$ cat src/rtl/memory_arbiter.sv
// Arbitrates one shared RAM port between instruction fetch and data access.
// Data has priority, and a starvation counter forces a fetch grant once the limit is reached.
module memory_arbiter #(
    parameter  int unsigned STARVE_MAX = 4,
    localparam int unsigned AW = 32,
    localparam int unsigned CW = 4
) (
    input  logic          CLK,
    input  logic          nRST,
    input  logic          iREN,
    input  logic [AW-1:0] iaddr,
    input  logic          dREN,
    input  logic          dWEN,
    input  logic [AW-1:0] daddr,
    input  logic [AW-1:0] dstore,
    output logic          iwait,
    output logic          dwait,
    output logic [AW-1:0] iload,
    output logic [AW-1:0] dload,
    output logic          ramREN,
    output logic          ramWEN,
    output logic [AW-1:0] ramaddr,
    output logic [AW-1:0] ramstore,
    input  logic [AW-1:0] ramload,
    input  logic [1:0]    ramstate
);

    localparam logic [1:0] IDLE    = 2'd0;
    localparam logic [1:0] IFETCH  = 2'd1;
    localparam logic [1:0] DACCESS = 2'd2;

    localparam logic [1:0]    RAM_ACCESS = 2'd2;
    localparam logic [CW-1:0] STARVE_LIM = CW'(STARVE_MAX);

    logic [1:0]    state, next_state;
    logic [CW-1:0] starve_cnt, next_cnt;
    logic [AW-1:0] lat_iaddr, lat_daddr, lat_dstore;
    logic          lat_wr;
    logic          dreq, starved, grant_d, grant_i, i_done, d_done;

    // Next-state, starvation counter and RAM-side decode
    always_comb begin
        next_state = state;
        next_cnt   = starve_cnt;
        dreq       = dREN | dWEN;
        starved    = iREN && (starve_cnt == STARVE_LIM);
        grant_d    = 1'b0;
        grant_i    = 1'b0;
        i_done     = (state == IFETCH)  && iREN && (ramstate == RAM_ACCESS);
        d_done     = (state == DACCESS) && dreq && (ramstate == RAM_ACCESS);
        ramREN     = 1'b0;
        ramWEN     = 1'b0;
        ramaddr    = '0;
        ramstore   = '0;

        case (state)
            IDLE: begin
                grant_d = dreq && !starved;
                grant_i = iREN && !grant_d;
                if (grant_d)      next_state = DACCESS;
                else if (grant_i) next_state = IFETCH;
            end
            IFETCH: begin
                ramREN  = 1'b1;
                ramaddr = lat_iaddr;
                // A dropped request abandons the fetch without a completion pulse
                if (!iREN || i_done) next_state = IDLE;
            end
            DACCESS: begin
                ramREN   = !lat_wr;
                ramWEN   = lat_wr;
                ramaddr  = lat_daddr;
                ramstore = lat_wr ? lat_dstore : '0;
                if (!dreq || d_done) next_state = IDLE;
            end
            default: next_state = IDLE;
        endcase

        if (!iREN || i_done)                        next_cnt = '0;
        else if (d_done && starve_cnt != STARVE_LIM) next_cnt = starve_cnt + CW'(1);

        iwait = !i_done;
        dwait = !d_done;
        iload = ramload;
        dload = ramload;
    end

    // State, counter and request latches
    always_ff @(posedge CLK or negedge nRST) begin
        if (!nRST) begin
            state      <= IDLE;
            starve_cnt <= '0;
            lat_iaddr  <= '0;
            lat_daddr  <= '0;
            lat_dstore <= '0;
            lat_wr     <= 1'b0;
        end else begin
            state      <= next_state;
            starve_cnt <= next_cnt;
            if (grant_i) lat_iaddr <= iaddr;
            if (grant_d) begin
                lat_daddr  <= daddr;
                lat_dstore <= dstore;
                lat_wr     <= dWEN;
            end
        end
    end

endmodule
$ cat config.mk
export PLATFORM = sky130hd
export DESIGN_NAME = memory_arbiter
export DESIGN_NICKNAME = d
export VERILOG_FILES = /design/src/rtl/memory_arbiter.sv
export SDC_FILE = /design/constraint.sdc
export NUM_CORES = 1
export LEC_CHECK = 0
export CORE_MARGIN = 1.5
export CORE_UTILIZATION = 40
export DETAILED_ROUTE_END_ITERATION = 16
export GPL_ROUTABILITY_DRIVEN = 1
export PLACE_DENSITY_LB_ADDON = 0.2
export SLEW_MARGIN = 20
export SYNTH_ARGS = -nofsm -noshare
export SYNTH_HDL_FRONTEND = slang
export SYNTH_SLANG_ARGS = --single-unit
$ cat constraint.sdc
create_clock -name CLK -period 2.15 [get_ports CLK]
set_clock_uncertainty 0.1 [all_clocks]
set_input_delay 0.43 -clock CLK [delete_from_list [all_inputs] [get_ports CLK]]
set_output_delay 0.43 -clock CLK [all_outputs]
set_load 0.01 [all_outputs]
---- After elaboration in Yosys (flattened, before gate mapping) ----
Cells that the tools add are included.
cells by class
  add/subtract/negate cells ............... 1
  eq/ne operators ......................... 8
  muxes and demuxes ....................... 14
  bitwise operators ....................... 1
  reduce and logical (&&, ||, !) cells .... 20
operator list
  cell                                                                   number
  32-bit 2-to-1 mux                                                      2
  32-bit case mux with 2 select lines                                    1
  1-bit logical AND                                                      8
  2-bit 2-to-1 mux                                                       4
  4-bit 2-to-1 mux                                                       2
  1-bit logical NOT                                                      7
  2-bit case mux with 3 select lines                                     1
  4-bit by 1-bit adder with 4-bit output, second input constant          1
  2-bit equality test, second input constant                             2
  4-bit by 3-bit equality test with 1-bit output, second input constant  1
  2-bit by 1-bit != test with 1-bit output, second input constant        2
  4-bit by 3-bit != test with 1-bit output, second input constant        1
  1-bit 2-to-1 mux                                                       3
  3-bit != test, second input constant                                   1
  3-bit AND reduction                                                    1
  2-bit by 1-bit equality test with 1-bit output, second input constant  1
  2-bit logical NOT                                                      1
  1-bit logical OR                                                       2
  1-bit case mux with 2 select lines                                     1
  2-bit nonzero test                                                     1
  1-bit OR                                                               1
storage, ports and cells
  register bits after elaboration ......... 103
  output and inout bits ................... 132

---- Depth between registers and ports, before layout ----
Gate-level depths: netlist of run 1.
  depth after elaboration ................. 9
  depth in mapped cells ................... 8
  gate-level depth less buffers ........... 6

---- Worst setup path after synthesis of run 1 ----
Ideal clock, no wire load.
  path kind ............................... flip-flop to output port
  start ................................... reg state[0]
  end ..................................... out ramaddr[16]
  data arrival time ....................... 1.453 ns
  required time ........................... 1.620 ns
  path slack .............................. 0.167 ns
  cell stages (with the launch flop) ...... 7
  path through ............................ dfrtp_1 inv_1 ha_1 clkbuf_1 clkbuf_1 a22oi_1 nor2b_1
on the way
  cells in the longest elaborated chain, start to end .. 2
ends and longest elaborated chain
  what                                                                                          RTL line  text
  start, declared                                                                               35        logic [1:0] state, next_state;
  start signal, assigned                                                                        98        state <= next_state;
  2-bit equality test / 2-bit by 1-bit equality test with 1-bit output (equally long branches)  56        case (state)
  32-bit case mux with 2 select lines *                                                         56
  end, declared                                                                                 22        output logic [AW-1:0] ramaddr,
Mark *: on every way between the ends. The rest lies on a longest branch, timed or not.

---- Worst setup path in the final report of run 1 ----
Same ends and word-level chain as after synthesis.

==> impl_metrics.toml, run 1 <==
[status]
status = "finished with violations"
violations = "negative setup slack"

[setup_path]
path_common_cell = "buf_12"
crit_type = "reg -> out"
cp_num_buf_inv = 4
cp.required_ns = 1.62
endpoint_kind = "output port"
cp-start-kind = "flop"
worst_path_max_delay_cell = "dfrtp_1"
cp_max_fo = 8
slowest_delay_ns = 0.40
crit_chain = "buf_6 -> ha_4 -> buf_12 -> buf_12 -> a22oi_2 -> nor2b_1 -> buf_2"
crit_path_start = "state[0]$_DFFE_PN0P_"
critical_path.top_delay_family = "buffers and inverters"
arrival_ns = 1.72
timing.rr.start = "starve_cnt[0]$_DFFE_PN0P_"

[die]
io_pins = 267
die_area_sq_um = 14200
fp.dieH_um = 119
die_width_um = 119
initial_core_util = 0.408
core-area_sq_um = 13200
num_rows = 42

[cts]
cts_sinks = 103
cts_tree = "built"
clk_pin_slew_ns = 0.07
cts_buffer_depth = 2
cts_root_buf = "clkbuf_16"
clkLatencyLatePin_ns = 0.35
cts_inserted_buffers = 9
htree_levels = 3

[run]
drv_cap = 0

[min_path]
hold_start = "lat_dstore[8]$_DFFE_PN0P_"
hold_class = "reg -> reg"

[global_routing]
grt_overflow = 0
track_usage = 0.213
grt_pass1_wl_um = 23000
antenna_found_initial = 0
grt_max_degree = 65
grt_pass1_vias = 4019

[layout]
diodes = 0
drive_gt1_frac = 0.544
multi_input_area_sq_um = 2590
ff_latch_area_sq_um = 2580
finalNetCount = 708
stdcell_area_sq_um = 7940
area_growth_pct = 47.7
fill_cells = 1074

[yosys]
async_reset_ff_frac = 1.00
synth_edf_count = 0
synth_top_cell_by_area = "dfrtp_1"
syn_area_per_cell_sq_um = 12.5
syn_nets = 571
ys_warn_count = 0
synth_seq_cells = 103
synth_seq_area_share = 0.479
yosysMostFrequentCell = "dfrtp_1"
synth.distinct_cells = 31
synth_top_area_share = 0.479
ys.flop_type = "dfrtp_1"
ys_top_cells_by_area = "dfrtp_1 48%, mux2_2 12%, mux2_4 11%"
syn_area_sq_um = 5380
ys_top_cells_by_count = "103 x dfrtp_1, 64 x buf_4, 58 x mux2_2, 39 x mux2_4, 34 x nor2b_1"
synth_cells = 431

[place]
placed_area_sq_um = 6980
gp_congestion = 0.723
dp_hpwl_um = 9790
placement.io_buffers = 170

[timing]
setup_ws_ns = -0.105
slew_violations = 0
final.min_clock_period_ns = 2.25
post-route-period-util = 1.05
slew_headroom = 0.663
timing.final.hold_violations = 0
setup_viol = 67
setup_tns_ns = -2.59
hold_slack_ns = 0.410
rsz0062_at_grt = "yes"
worstMarginPinSlew_ns = 0.506
fmax_mhz = 444

[routing]
wire_per_inst_um = 19.7
via_per_inst = 5.02
initialDrtViolationCount = 143
totalWireLength_um = 14800
ant_nets = 0
drc = 0
firstDrtPassIters = 4
num_vias = 3755

[power_and_ir_drop]
power_switching_w = 0.00364
finalPower_w = 0.0109
swShare = 0.334
p_int_w = 0.00726
power_frac_clock = 0.138
leakage_nw = 3.44
power_frac_comb = 0.538
ir_drop_v = 0.000661
seqPwrFrac = 0.323
power.density_nw_per_um2 = 1370
sequential cells by signal (all words and copies together) (netlist names):
| signal | count |
|---|---|
| lat_daddr | 32 |
| lat_dstore | 32 |
| lat_iaddr | 32 |
| starve_cnt | 4 |
| state | 2 |
| lat_wr | 1 |
metrics by stage:
step,setup WS (ns),utilization,cells
global route,-0.184,0.602,748
CTS,-0.108,0.586,748
detailed placement,-0.203,0.529,711
global placement,-0.206,0.529,711
finish,-0.105,0.602,748
floorplan,0.167,-,431
final timing paths:
path,end,slack [ns],depth (start not counted)
max,ramaddr[16],-0.10,7
min,lat_dstore[8]$_DFFE_PN0P_,0.41,1
max reg2reg,lat_daddr[7]$_DFFE_PN0P_,0.15,7
min reg2reg,lat_dstore[8]$_DFFE_PN0P_,0.41,1
max in group asynchronous,lat_daddr[10]$_DFFE_PN0P_,0.99,3
min in group asynchronous,lat_dstore[30]$_DFFE_PN0P_,0.50,3
power by group through the flow:
stage / Clock (W) / Combinational (W) / Sequential (W)
floorplan: 0 / 0.00298 / 0.00325
global placement: 0 / 0.00459 / 0.00336
detailed placement: 0 / 0.00464 / 0.00341
CTS: 0.00156 / 0.00556 / 0.00350
global route: 0.00165 / 0.00623 / 0.00364
finish: 0.00151 / 0.00587 / 0.00353
cells in the final DEF (no fill, tap or decap), types with 3 or more instances in the layout:
| master | Yosys | layout |
|---|---|---|
| clkbuf_16 | 0 | 10 |
| nor2_1 | 5 | 5 |
| mux2_4 | 39 | 39 |
| and3_4 | 0 | 32 |
| buf_6 | 5 | 47 |
| ha_4 | 0 | 3 |
| a22oi_2 | 0 | 31 |
| clkdlybuf4s50_1 | 0 | 101 |
| buf_16 | 0 | 4 |
| buf_4 | 64 | 16 |
| nor2b_1 | 34 | 26 |
| xnor2_1 | 3 | 3 |
| mux2_2 | 58 | 58 |
| buf_2 | 5 | 31 |
| inv_1 | 5 | 3 |
| nor2b_4 | 0 | 3 |
| buf_12 | 0 | 14 |
| dfrtp_1 | 103 | 103 |
| nor2b_2 | 0 | 5 |
| nand2_1 | 4 | 3 |
per-layer routing:
layer	up-vias	share of wire	global-route usage
met5	-	0	0
met4	0	0.020	0.0640
met3	23	0.074	0.0781
met2	151	0.50	0.354
met1	1867	0.41	0.258
li1	1714	-	-
cell type report:
type	count	share of cell area
Timing Repair Buffer	217	0.286
Tap cell	176	0.0277
Multi-Input combinational cell	232	0.326
Sequential cell	103	0.325
Inverter	5	0.00299
Clock buffer	10	0.0288
Clock inverter	5	0.00441
timing repair:
item / 4_1_cts / 5_1_grt
setup buffers: 15 / 2
resized for setup: 385 / 48
setup endpoints to repair: 68 / 63
hold buffers: 1 / 0
pin swaps: 19 / 5
cloned: 6 / 1
hold endpoints to repair: 34 / 0
logic make-up (layout without fill, tap and decap cells):
| kind of cell | count (synthesis) | in the layout | synth area share |
|---|---|---|---|
| muxes | 98 | 98 | 0.232 |
| buffers and inverters | 96 | 237 | 0.120 |
| adders and majority gates | 5 | 5 | 0.0116 |
| and+or+nand+nor | 85 | 85 | 0.0956 |
| AOI/OAI and AO/OA | 41 | 41 | 0.0568 |
| xor gates and xnor gates | 3 | 3 | 0.00489 |
| DFF | 103 | 103 | 0.479 |
Power figures use the tool's default switching activity.
==> run 2, diff against run 1 <==
--- a/config.mk
+++ b/config.mk
@@ -5,6 +5,7 @@
 export SDC_FILE = /design/constraint.sdc
 export NUM_CORES = 1
 export LEC_CHECK = 0
+export CAP_MARGIN = 0
 export CORE_MARGIN = 1.5
 export CORE_UTILIZATION = 40
 export DETAILED_ROUTE_END_ITERATION = 16
==> results of run 2 <==
Final layout, timing and power as in run 1 (identical DEF).
==> run 3, diff against run 2 <==
--- a/config.mk
+++ b/config.mk
@@ -11,6 +11,7 @@
 export DETAILED_ROUTE_END_ITERATION = 16
 export GPL_ROUTABILITY_DRIVEN = 1
 export PLACE_DENSITY_LB_ADDON = 0.2
+export RECOVER_POWER = 25
 export SLEW_MARGIN = 20
 export SYNTH_ARGS = -nofsm -noshare
 export SYNTH_HDL_FRONTEND = slang
==> run 3 against run 2 <==
Effect of this change: global-route usage is the same; sequential share of layout area up 0.051 points; highest routed layer unchanged; critical endpoint unchanged; flip-flop and latch count unchanged; total power about the same; the run still ends with negative setup slack left; die area stayed put; clock-buffer cell count unchanged; critical path depth did not move.
==> impl_metrics.toml, run 3 (synthesis gave the netlist of run 1 again) <==
[min_path]
hold_path_depth = 1
hold_end = "lat_dstore[8]$_DFFE_PN0P_"
hold_start = "lat_dstore[8]$_DFFE_PN0P_"
hold_class = "reg -> reg"

[place]
dp_hpwl_um = 9790
gp_congestion = 0.723
placement.io_buffers = 170
placed_area_sq_um = 6980

[global_routing]
grt_pass1_vias = 4019
grt_overflow = 0
antenna_found_initial = 0
track_usage = 0.213
grt_pass1_wl_um = 23000
grt_max_degree = 65

[timing]
hold_slack_ns = 0.410
setup_ws_ns = -0.105
setup_tns_ns = -2.60
slew_violations = 0
setup_viol = 67
timing.final.hold_violations = 0
final.min_clock_period_ns = 2.25
slew_headroom = 0.407
fmax_mhz = 443
worstMarginPinSlew_ns = 0.889
rsz0062_at_grt = "yes"
post-route-period-util = 1.05

[cts]
cts_sinks = 103
clkLatencyLatePin_ns = 0.35
clk_pin_slew_ns = 0.07
htree_levels = 3
cts_tree = "built"
cts_inserted_buffers = 9
cts_buffer_depth = 2
cts_root_buf = "clkbuf_16"

[run]
drv_cap = 0

[power_and_ir_drop]
power_switching_w = 0.00364
power_frac_comb = 0.538
swShare = 0.334
power_frac_clock = 0.138
leakage_nw = 3.44
p_int_w = 0.00726
ir_drop_v = 0.000662
seqPwrFrac = 0.324
finalPower_w = 0.0109
power.density_nw_per_um2 = 1370

[routing]
firstDrtPassIters = 4
initialDrtViolationCount = 143
num_vias = 3755
totalWireLength_um = 14800
wire_per_inst_um = 19.7
via_per_inst = 5.02
drc = 0
ant_nets = 0

[status]
status = "finished with violations"
violations = "negative setup slack"

[setup_path]
timing.rr.start = "starve_cnt[0]$_DFFE_PN0P_"
r2r_slack_ns = 0.15
cp-start-kind = "flop"
reg2reg_depth = 7
arrival_ns = 1.72
crit_type = "reg -> out"
cp_max_fo = 8
cp.required_ns = 1.62
r2r-end = "lat_daddr[7]$_DFFE_PN0P_"
endpoint_kind = "output port"

[die]
die_width_um = 119
io_pins = 267
core-area_sq_um = 13200
initial_core_util = 0.408
num_rows = 42
die_area_sq_um = 14200
fp.dieH_um = 119

[layout]
reg.largest.list = "lat_daddr x32, lat_dstore x32, lat_iaddr x32"
ff_latch_area_sq_um = 2580
final_common_cell = "dfrtp_1"
area_growth_pct = 47.4
fin_util = 0.601
diodes = 0
fill_cells = 1075
finalNetCount = 708
stdcell_area_sq_um = 7930
multi_input_area_sq_um = 2590
drive_gt1_frac = 0.544
final_cell_mix = "103 x dfrtp_1, 101 x clkdlybuf4s50_1, 58 x mux2_2, 47 x buf_6, 39 x mux2_4"
## run 3: changes by cell type in the layout (fill, tap and decap cells not counted)
cell      delta
buf_12       -1
clkbuf_4     +2
buf_4        -1
## run 3: worst max-delay path, stage by stage, from the launching register on
cell and delay, ns:
dfrtp_1 0.40, buf_6 0.14, ha_4 0.18, buf_12 0.13, buf_12 0.14, a22oi_2 0.18, nor2b_1 0.07, buf_2 0.14
## run 3: area by class of cell
class,instances,share of cell area
clock buffers,10,0.0289
clock inverters,5,0.00442
inverters,5,0.00300
multi-input cells,232,0.326
flip-flops and latches,103,0.325
well taps,176,0.0278
repair buffers,217,0.285
## run 3: per-layer routing
| layer | global-route usage | share of wire | vias up | routed length, um |
|---|---|---|---|---|
| li1 | - | - | 1714 | - |
| met1 | 0.258 | 0.41 | 1867 | 6010 |
| met2 | 0.354 | 0.50 | 151 | 7370 |
| met3 | 0.0781 | 0.074 | 23 | 1090 |
| met4 | 0.0640 | 0.020 | 0 | 294 |
| met5 | 0 | 0 | - | 0 |
## run 3: how the worst max path moves through the flow
stage | slack, ns | to | startpoint | depth (start not counted)
2_1_floorplan | 0.17 | ramaddr[16] | state[0]$_DFFE_PN0P_ | 6
3_3_place_gp | -0.21 | dwait | dREN | 4
3_5_place_dp | -0.20 | dwait | dREN | 4
4_1_cts | -0.11 | ramaddr[21] | state[1]$_DFFE_PN0P_ | 8
5_1_grt | -0.18 | ramaddr[18] | state[1]$_DFFE_PN0P_ | 8
6_report | -0.10 | ramaddr[16] | state[0]$_DFFE_PN0P_ | 7
## run 3: timing repair
item / in CTS / in global routing
endpoints found under the hold margin: 34 / 0
setup endpoints to repair: 68 / 63
pin swaps: 19 / 5
hold buffers: 1 / 0
resized for setup: 385 / 48
setup buffers: 15 / 2
gates cloned: 6 / 1
## run 3: power by group through the flow
stage,Sequential [W],Clock [W],Combinational (W)
6_report,0.00353,0.00151,0.00587
5_1_grt,0.00364,0.00165,0.00623
3_5_place_dp,0.00341,0,0.00464
3_3_place_gp,0.00336,0,0.00459
4_1_cts,0.00350,0.00156,0.00556
2_1_floorplan,0.00325,0,0.00298
## run 3: metrics by stage
step / setup WS [ns] / std cells
2_1_floorplan: 0.167 / 431
3_3_place_gp: -0.206 / 711
3_5_place_dp: -0.203 / 711
4_1_cts: -0.108 / 748
5_1_grt: -0.184 / 748
6_report: -0.105 / 748
==> variant: new RTL, flow settings as in run 3 <==
Make the reset (`nRST`) synchronous in one clocked block.
--- a/src/rtl/memory_arbiter.sv
+++ b/src/rtl/memory_arbiter.sv
@@ -86,7 +86,7 @@
     end
 
     // State, counter and request latches
-    always_ff @(posedge CLK or negedge nRST) begin
+    always_ff @(posedge CLK) begin
         if (!nRST) begin
             state      <= IDLE;
             starve_cnt <= '0;
Formal check against the unedited RTL: differs if nRST is asserted again (counterexample within 4 cycles, from zero or initial values and one cycle with nRST low); with nRST held inactive, the same outputs for 10 cycles.
==> variant against run 3 <==
  * The run still ends with setup timing left
  * Cell area shrank 5.9%
  * Worst hold slack got worse by 61 ps
  * Synthesized area down 2.3%
  * Register-to-register slack improved by 80 ps
  * Routed wire length up 0.53%
  * Global-route usage shrank 0.38 points
  * Setup slack improved by 88 ps
  * Sequential cell count stayed put
  * Critical endpoint is now ramaddr[31]
Power is not compared: it rests on default switching activity, and its combinational part moved more than twofold at a synthesized area within 25%.
==> variant: results <==
[layout]
antennaDiodeCount = 0
fill_cells = 1183
drive_above_1_share_pct = 21.46
top_regs = lat_daddr x32, lat_dstore x32, lat_iaddr x32
fin_nets = 904

[synthesis]
ys_seq_area_share_pct = 39.25
synth_edf_count = 0
yosys_warnings = 0
synthTopCellsByCount = nand2_1, dfxtp_1, buf_4
yosysTopAreaCell = dfxtp_1
ys_async_sr_fraction_pct = 0
synth_area_leaders = dfxtp_1, nand2_1, buf_4
synth.distinct_cells = 34
syn_nets = 797

[global_routing]
grt_first_pass_wirelength_mm = 23.60
global_route.usage.met3_pct = 5.087
grt_max_degree = 65
antenna_found_initial = 0
first_global_vias = 4713
gr-usage-met2_pct = 35.01
met1_usage_pct = 26.25
grt_usage_pct = 20.89

[clock_network]
htreeDepth = 3
cts_buffer_depth = 2
tritoncts.num_buffers = 9
cts_root_buffer = clkbuf_16
clkTransAtPathRegs_ps = 70
clock_latency_ps = 350

[power]
ir_drop_mv = 0.4252
p_leak_nw = 3.011

[critical_path]
crit_family = buffers and inverters
cp_slowest_cell = dfxtp_4
worstPathMaxFanout = 7
reg2reg_depth = 7
cp_slowest_stage_delay_ps = 380
cp.arrival_ps = 1640

[placed_design]
pre_cts_ws_ps = -122.7
gp_congestion = 0.7908
io_buffers = 170
placed_area_sq_mm = 0.006720
dp_hpwl_mm = 9.429

[run_status]
violations = setup timing
status = finished, violations left

[route]
routed_wl_mm = 14.85
drt_iter0_drc = 244
drt_pass1_iterations = 4
vias_per_cell = 5.074

[hold_path]
hold_class = reg2reg
holdPathStages = 2

[timing]
max_slew_margin_pct = 65.69
setup_ws_ps = -16.49
final-setup-viol-count = 7
## variant: cell types whose count changed in the layout (fill, tap and decap cells not counted), moves of 10 or more
cell	run 3	this run
a21boi_0	0	15
a21boi_1	0	50
and3_1	0	32
and3_4	32	0
buf_2	31	41
buf_6	47	16
clkdlybuf4s15_1	0	15
dfrtp_1	103	0
dfxtp_1	0	101
mux2_2	58	0
mux2_4	39	0
nand2_1	3	167
nand3_1	1	35
o21ai_0	2	33
## variant: cells by family (layout without fill, tap and decap cells)
group                    after synthesis  in the layout  share of synthesized area, %
buffers and inverters                122            234                         15.38
AO/OA/AOI/OAI                        143            143                         18.96
multiplexers                           1              1                        0.1905
AND/OR/NAND/NOR                      280            280                         24.53
flip-flops                           103            103                         39.25
adder cells (fa/ha/maj)                5              5                         1.191
XOR/XNOR                               3              3                        0.5002
## variant: worst min-delay path: stages, from the launching register on
cell and delay (ps):
dfxtp_1 310, nand2_1 50, a21boi_1 50
## variant: stage by stage
step	utilization (%)	cells	TNS, ps
2_1_floorplan	-	657	0
3_3_place_gp	52.82	906	-579.3
3_5_place_dp	52.82	906	-1221
4_1_cts	57.12	940	-1344
5_1_grt	58.65	941	-1181
6_report	58.65	941	-70.72
## variant: layer usage
layer | part of all wire, % | vias to the layer above
met2 | 48 | 175
met1 | 44 | 2221
li1 | - | 2337
met5 | 0 | -
met3 | 6.9 | 42
met4 | 1.6 | 0
## variant: final timing paths
| check | start | slack, ps | endpoint |
|---|---|---|---|
| hold / removal | lat_dstore[20] | 350 | lat_dstore[20] |
| setup reg to reg | starve_cnt[0] | 230 | lat_daddr[21] |
| setup / recovery | state[1] | -20 | ramaddr[31] |
| hold reg to reg | lat_dstore[20] | 350 | lat_dstore[20] |
## variant: power breakdown
part / leakage [nW] / switching, mW / internal [mW]
combinational: 2.02 / 0.885 / 1.03
sequential: 0.846 / 0.110 / 2.10
clock: 0.150 / 0.727 / 1.03
## variant: area by class of cell
cell class / count / area (sq um) / share of cell area, %
timing repair buffer: 213 / 2175 / 29.14
multi-input combinational: 432 / 2658 / 35.61
clock buffer: 10 / 229.0 / 3.068
tap: 172 / 215.2 / 2.884
sequential: 103 / 2069 / 27.73
clock inverter: 6 / 92.59 / 1.241
inverter: 5 / 23.77 / 0.3186
## variant: repair_timing
| action | 4_1_cts | 5_1_grt |
|---|---|---|
| resized for setup | 265 | 65 |
| cloned | 5 | 3 |
| pin swaps | 9 | 11 |
| buffers inserted | 13 | 2 |
| setup endpoints to repair | 68 | 50 |
